$ cat config.mk
export PLATFORM = sky130hd
export DESIGN_NAME = ifetch_unit_flat
export DESIGN_NICKNAME = d
export VERILOG_FILES = /design/src/rtl/ifetch_unit_if.sv /design/src/rtl/ifetch_unit.sv /design/src/flat_wrapper.sv
export SDC_FILE = /design/constraint.sdc
export NUM_CORES = 1
export LEC_CHECK = 0
export BUFFER_PORTS_ARGS = -buffer_cell sky130_fd_sc_hd__buf_2
export CORE_ASPECT_RATIO = 0.6
export CORE_MARGIN = 2
export CORE_UTILIZATION = 56
export CTS_CLUSTER_SIZE = 14
export DETAILED_ROUTE_END_ITERATION = 16
export PLACE_DENSITY_LB_ADDON = 0.3
export RECOVER_POWER = 100
export SLEW_MARGIN = 20
export SYNTH_ARGS = -nofsm -noshare
export SYNTH_HDL_FRONTEND = slang
export SYNTH_SLANG_ARGS = --single-unit
$ cat constraint.sdc
create_clock -name Clk -period 10.75 [get_ports Clk]
set_input_delay 1.6125 -clock Clk [delete_from_list [all_inputs] [get_ports Clk]]
set_output_delay 1.6125 -clock Clk [all_outputs]
set_load 0.03 [all_outputs]
$ cat src/rtl/ifetch_unit_if.sv
// Instruction memory fetch bus: request/address from the fetch unit,
// ack/read data back from the memory.
interface ifetch_unit_if;
  logic        Imem_req;
  logic [31:0] Imem_addr;
  logic        Imem_ack;
  logic [31:0] Imem_rdata;

  modport master (
    output Imem_req,
    output Imem_addr,
    input  Imem_ack,
    input  Imem_rdata
  );

  modport slave (
    input  Imem_req,
    input  Imem_addr,
    output Imem_ack,
    output Imem_rdata
  );
endinterface

$ cat src/rtl/ifetch_unit.sv
// Instruction fetch unit: owns PC and IR, fetches over a req/ack bus and
// presents decoded instruction fields. Next PC is applied on retire.
//
// state | meaning
// ------+---------------------------------------------------------------
// FETCH | request outstanding at Pc; IR captured on the ack edge
// EXEC  | IR live; retire (PC update, Retired++) on first cycle without Stall
module ifetch_unit #(
  parameter logic [31:0] RESET_PC = 32'h0000_0000
) (
  input  logic                Clk,
  input  logic                Rst,
  input  logic [1:0]          Pcsrc,
  input  logic                Stall,
  ifetch_unit_if.master       imem,
  output logic                Inst_valid,
  output logic [5:0]          Op,
  output logic [5:0]          Func,
  output logic [4:0]          Rs,
  output logic [4:0]          Rt,
  output logic [4:0]          Rd,
  output logic [15:0]         Imm,
  output logic [25:0]         Addr,
  output logic [31:0]         Pc,
  output logic [31:0]         Pc4,
  output logic [31:0]         Retired
);

  localparam logic [31:0] PC_INIT = RESET_PC & 32'hFFFF_FFFC;

  typedef enum logic {FETCH, EXEC} state_t;

  state_t      state, state_nxt;
  logic [31:0] pc, ir, retired, pc_nxt;
  logic        capture, retire;

  // State register; reset wins over any pending ack.
  always_ff @(posedge Clk) begin
    if (Rst) state <= FETCH;
    else     state <= state_nxt;
  end

  // Next-state, handshake outputs and capture/retire strobes.
  always_comb begin
    state_nxt      = state;
    imem.Imem_req  = 1'b0;
    Inst_valid     = 1'b0;
    capture        = 1'b0;
    retire         = 1'b0;
    case (state)
      FETCH: begin
        imem.Imem_req = 1'b1;
        if (imem.Imem_ack) begin
          capture   = 1'b1;
          state_nxt = EXEC;
        end
      end
      EXEC: begin
        Inst_valid = 1'b1;
        if (!Stall) begin
          retire    = 1'b1;
          state_nxt = FETCH;
        end
      end
      default: state_nxt = FETCH;
    endcase
    if (Rst) begin
      imem.Imem_req = 1'b0;
      Inst_valid    = 1'b0;
      capture       = 1'b0;
      retire        = 1'b0;
    end
  end

  // Next-PC select; all candidates are word aligned by construction.
  always_comb begin
    pc_nxt = Pc4;
    case (Pcsrc)
      2'b10:   pc_nxt = Pc4 + {{14{ir[15]}}, ir[15:0], 2'b00};
      2'b11:   pc_nxt = {Pc4[31:28], ir[25:0], 2'b00};
      default: pc_nxt = Pc4;
    endcase
  end

  // PC, IR and retire counter.
  always_ff @(posedge Clk) begin
    if (Rst) begin
      pc      <= PC_INIT;
      ir      <= 32'h0;
      retired <= 32'h0;
    end else begin
      if (capture) ir <= imem.Imem_rdata;
      if (retire) begin
        pc      <= {pc_nxt[31:2], 2'b00};
        retired <= retired + 32'd1;
      end
    end
  end

  assign imem.Imem_addr = pc;
  assign Pc      = pc;
  assign Pc4     = pc + 32'd4;
  assign Retired = retired;
  assign Op      = ir[31:26];
  assign Func    = ir[5:0];
  assign Rs      = ir[25:21];
  assign Rt      = ir[20:16];
  assign Rd      = ir[15:11];
  assign Imm     = ir[15:0];
  assign Addr    = ir[25:0];

endmodule

$ cat src/flat_wrapper.sv
// flat-port wrapper written by rule: the top's interface ports become plain ports
module ifetch_unit_flat 
#(
  parameter logic [31:0] RESET_PC = 32'h0000_0000
)
  (Clk, Rst, Pcsrc, Stall, Inst_valid, Op, Func, Rs, Rt, Rd, Imm, Addr, Pc, Pc4, Retired, imem_Imem_req, imem_Imem_addr, imem_Imem_ack, imem_Imem_rdata);
  ifetch_unit_if imem_i ();
  input  logic Clk;
  input  logic Rst;
  input  logic [1:0] Pcsrc;
  input  logic Stall;
  output logic Inst_valid;
  output logic [5:0] Op;
  output logic [5:0] Func;
  output logic [4:0] Rs;
  output logic [4:0] Rt;
  output logic [4:0] Rd;
  output logic [15:0] Imm;
  output logic [25:0] Addr;
  output logic [31:0] Pc;
  output logic [31:0] Pc4;
  output logic [31:0] Retired;
  output wire logic [$bits(imem_i.Imem_req)-1:0] imem_Imem_req;
  output wire logic [$bits(imem_i.Imem_addr)-1:0] imem_Imem_addr;
  input wire logic [$bits(imem_i.Imem_ack)-1:0] imem_Imem_ack;
  input wire logic [$bits(imem_i.Imem_rdata)-1:0] imem_Imem_rdata;
  assign imem_Imem_req = imem_i.Imem_req;
  assign imem_Imem_addr = imem_i.Imem_addr;
  assign imem_i.Imem_ack = imem_Imem_ack;
  assign imem_i.Imem_rdata = imem_Imem_rdata;
  ifetch_unit #(.RESET_PC(RESET_PC)) u_core (.Clk(Clk), .Rst(Rst), .Pcsrc(Pcsrc), .Stall(Stall), .imem(imem_i), .Inst_valid(Inst_valid), .Op(Op), .Func(Func), .Rs(Rs), .Rt(Rt), .Rd(Rd), .Imm(Imm), .Addr(Addr), .Pc(Pc), .Pc4(Pc4), .Retired(Retired));
endmodule
==> results.cfg <==
[outcome]
status = finished with violations
violations = capacitance limit, slew limit

[sta]
tns_ns = 0
relSlewSlack_pct = -79.6
fin_ws_ns = 5.32
final-setup-viol-count = 0
skew_ns = 0.0121
min_period_over_period_pct = 50.5
tightest_slew_ns = 2.69
fin_crit_ns = 5.43
fmax_mhz = 184
hold_violations = 0
rsz0062_at_grt = false
whs_ns = 0.464
slew_viol_final = 132

[floorplanning]
initial_core_util_pct = 57.3
io_pins = 237
die_w_um = 147
coreArea_um2 = 12100
die_h_um = 90.1
rows = 31
die_area_um2 = 13300

[critical_path]
cp-endpoint = u_core.Pc[20]
path_max_fanout = 39
crit_type = primary input to flop
path_depth = 7
cpPeakStageDelay_ns = 1.27
r2r-end = u_core.Pc[30]
path_buf_inv = 4
critPathLaunch = Rst
crit_family = buffers and inverters
worstSetupStartpointType = primary input
crit_top_cell = clkbuf_1
reg2reg_from = u_core.Pc[2]
cp.arrival_ns = 5.67
crit_chain = buf_2, clkbuf_1, clkinv_1, clkbuf_1, a21oi_1, nor3_1, a221o_1
crit_slowest_cell = clkbuf_1
end_kind = flop
worst_r2r_path_depth = 16
crit_required_ns = 10.99
r2r_slack_ns = 6.10

[global_routing]
grt_max_degree = 66
antenna_found_initial = 0
grt_use_total_pct = 30.9
grt_pass1_wl_mm = 32.6
grt_overflow = 0
grt_pass1_vias = 5868

[synthesis]
syn_area_per_cell_um2 = 7.55
yosysTopAreaCell = dfxtp_1
yosysSeqAreaShare_pct = 27.5
yosys-top-cells-area = dfxtp_1 (28%), buf_4 (8.0%), nand2_1 (7.6%), ha_1 (6.9%), o21ai_0 (6.8%)
synth-async-reset-ratio_pct = 0
ys.flop_type = dfxtp_1
syn_inst = 916
yosysWarnings = 0
syn_area_um2 = 6920
synth_seq_cells = 95
synth_cell_types = 70
synth_edf_count = 0
synth_top_area_share_pct = 27.5

[cells_and_area]
area.sequential_um2 = 1900
final_cells = 1218
multi_input_area_um2 = 4230
nFillCells = 1193
num_antenna_cells = 0
syn_to_final_growth_pct = 10.4
drive_above_1_share_pct = 6.84
finalNetCount = 1125

[placed_design]
gp_congestion = 0.935
portBuffers = 230
pre_cts_ws_ns = 6.38
dpl.hpwl_mm = 16.3
place_inst = 1202

[power]
power_frac_clock_pct = 36.1
p_per_area_nw_per_um2 = 118
switchingPower_mw = 0.321
irDropWorstVdd_v = 0.0000741
switching_share_pct = 35.6
power_mw = 0.901
total_leakage_power_nw = 3.08
seqPwrFrac_pct = 42.7
p_int_mw = 0.580
power_frac_comb_pct = 21.1

[clock_tree]
cts_tree = built
cts_sinks = 95
postCtsSetupRepairBufs = 0
cts_made_buffers = 9
htreeDepth = 3
clk_pin_slew_ns = 0.07
cts_buffer_depth = 2
clock_latency_ns = 0.35
ctsResizeCount = 0
cts_hold_buffers = 0
ctsRootBufferMaster = clkbuf_16

[detailed_routing]
post_drt_wl_per_cell_um = 17.5
wl_mm = 21.4
ant_nets = 0
first_pass_iters = 6
drt-initial-drc-count = 608
viasPerCell = 5.78
drcViolationCount = 0
dr_total_vias = 7035

[hold_path]
min_path_type = flop to flop

[job]
drv_cap = 3
[worst reg2reg max path: stages (launching register included)]
cell	delay, ns
dfxtp_1	0.44
ha_1	0.22
and3_1	0.23
and3_1	0.26
and2_0	0.28
and3_1	0.30
nand2_1	0.11
xnor2_1	0.37
ha_1	0.35
nand4_1	0.24
o221a_2	0.29
o21a_1	0.18
or2_2	0.29
a311oi_1	0.52
o21ai_0	0.19
nand4b_1	0.12
a31oi_1	0.10
[layout by cell type, fill, tap and decap left out, types with 5 or more instances in the layout]
cell type  netlist  layout
a21oi_1         46      46
and3_1          16      16
ha_1            38      38
dfxtp_1         95      95
clkbuf_16        0       9
inv_1           15      14
xor2_1          39      39
nand3_1         35      35
nor2_1          73      73
xnor2_1         35      35
o21ai_0         94      94
nand2b_1         8       8
nor2b_1          7       7
nand2_1        140     140
conb_1           1       6
buf_2            2      39
clkbuf_1        36     195
a21o_1          16      16
o31ai_1         10      10
nor3_1          12      12
o21a_1           5       5
mux2i_1          8       8
or3_1            6       6
nand4_1         12      13
o211ai_1         5       5
nor4_1           5       5
[through the flow]
stage	cell area [um^2]	utilization, %
final	7630	63.3
after global routing	7630	63.3
after CTS	7900	65.5
after detailed placement	7590	62.9
after global placement	7590	62.9
after floorplan	6930	-
[layer usage]
layer / vias to the layer above / track usage, % / part of all wire [%]
met4: 0 / 4.65 / 0.85
met3: 17 / 10.7 / 13
li1: 3379 / - / -
met5: - / 0 / 0
met2: 403 / 39.4 / 37
met1: 3236 / 49.3 / 48
[power by group through the flow]
stage	logic, mW	clock network, mW	registers, mW
floorplan	0.130	0	0.411
global placement	0.192	0	0.391
detailed placement	0.194	0	0.392
CTS	0.195	0.331	0.384
global route	0.203	0.345	0.387
finish	0.190	0.325	0.385
[logic make-up after synthesis]
family	share of synthesized area, %
adder cells (fa/ha/maj)	7.16
other	0.0542
buffers and inverters	11.5
multiplexers	1.48
flip-flops	27.5
AND/OR/NAND/NOR	23.4
XOR/XNOR	9.37
AO/OA/AOI/OAI	19.6
[cell usage after synthesis (all sizes together), types with 15 or more instances]
cell,count
o21ai,96
dfxtp,95
xor2,39
ha,38
a21oi,46
a21o,16
nand3,36
nand2,140
xnor2,35
clkbuf,38
and3,18
nor2,75
inv,15
buf,81
[layout make-up]
cell class              instances  area share [%]
multi-input cells             692            55.4
flip-flops and latches         95            24.9
repair buffers                235            12.2
clock buffers                   9            2.95
well taps                     165            2.70
clock inverters                 7            1.10
inverters                      15           0.737
[registers in the layout, summed over array words and instances (netlist names)]
name	flops
u_core.Pc	30
u_core.Retired	32
u_core.state	1
u_core.ir	32
[worst min-delay path by stage]
stage / endpoint / slack [ns] / depth (start not counted) / startpoint
final: u_core.ir[29] / 0.46 / 2 / u_core.ir[29]
after global routing: u_core.ir[28] / 0.50 / 2 / u_core.ir[28]
after CTS: u_core.ir[29] / 0.47 / 2 / u_core.ir[29]
after floorplan: u_core.ir[29] / 0.58 / 2 / u_core.ir[29]
after global placement: u_core.ir[29] / 0.45 / 2 / u_core.ir[29]
after detailed placement: u_core.ir[30] / 0.45 / 2 / u_core.ir[30]
No activity file was read; power rests on OpenSTA's default activity.
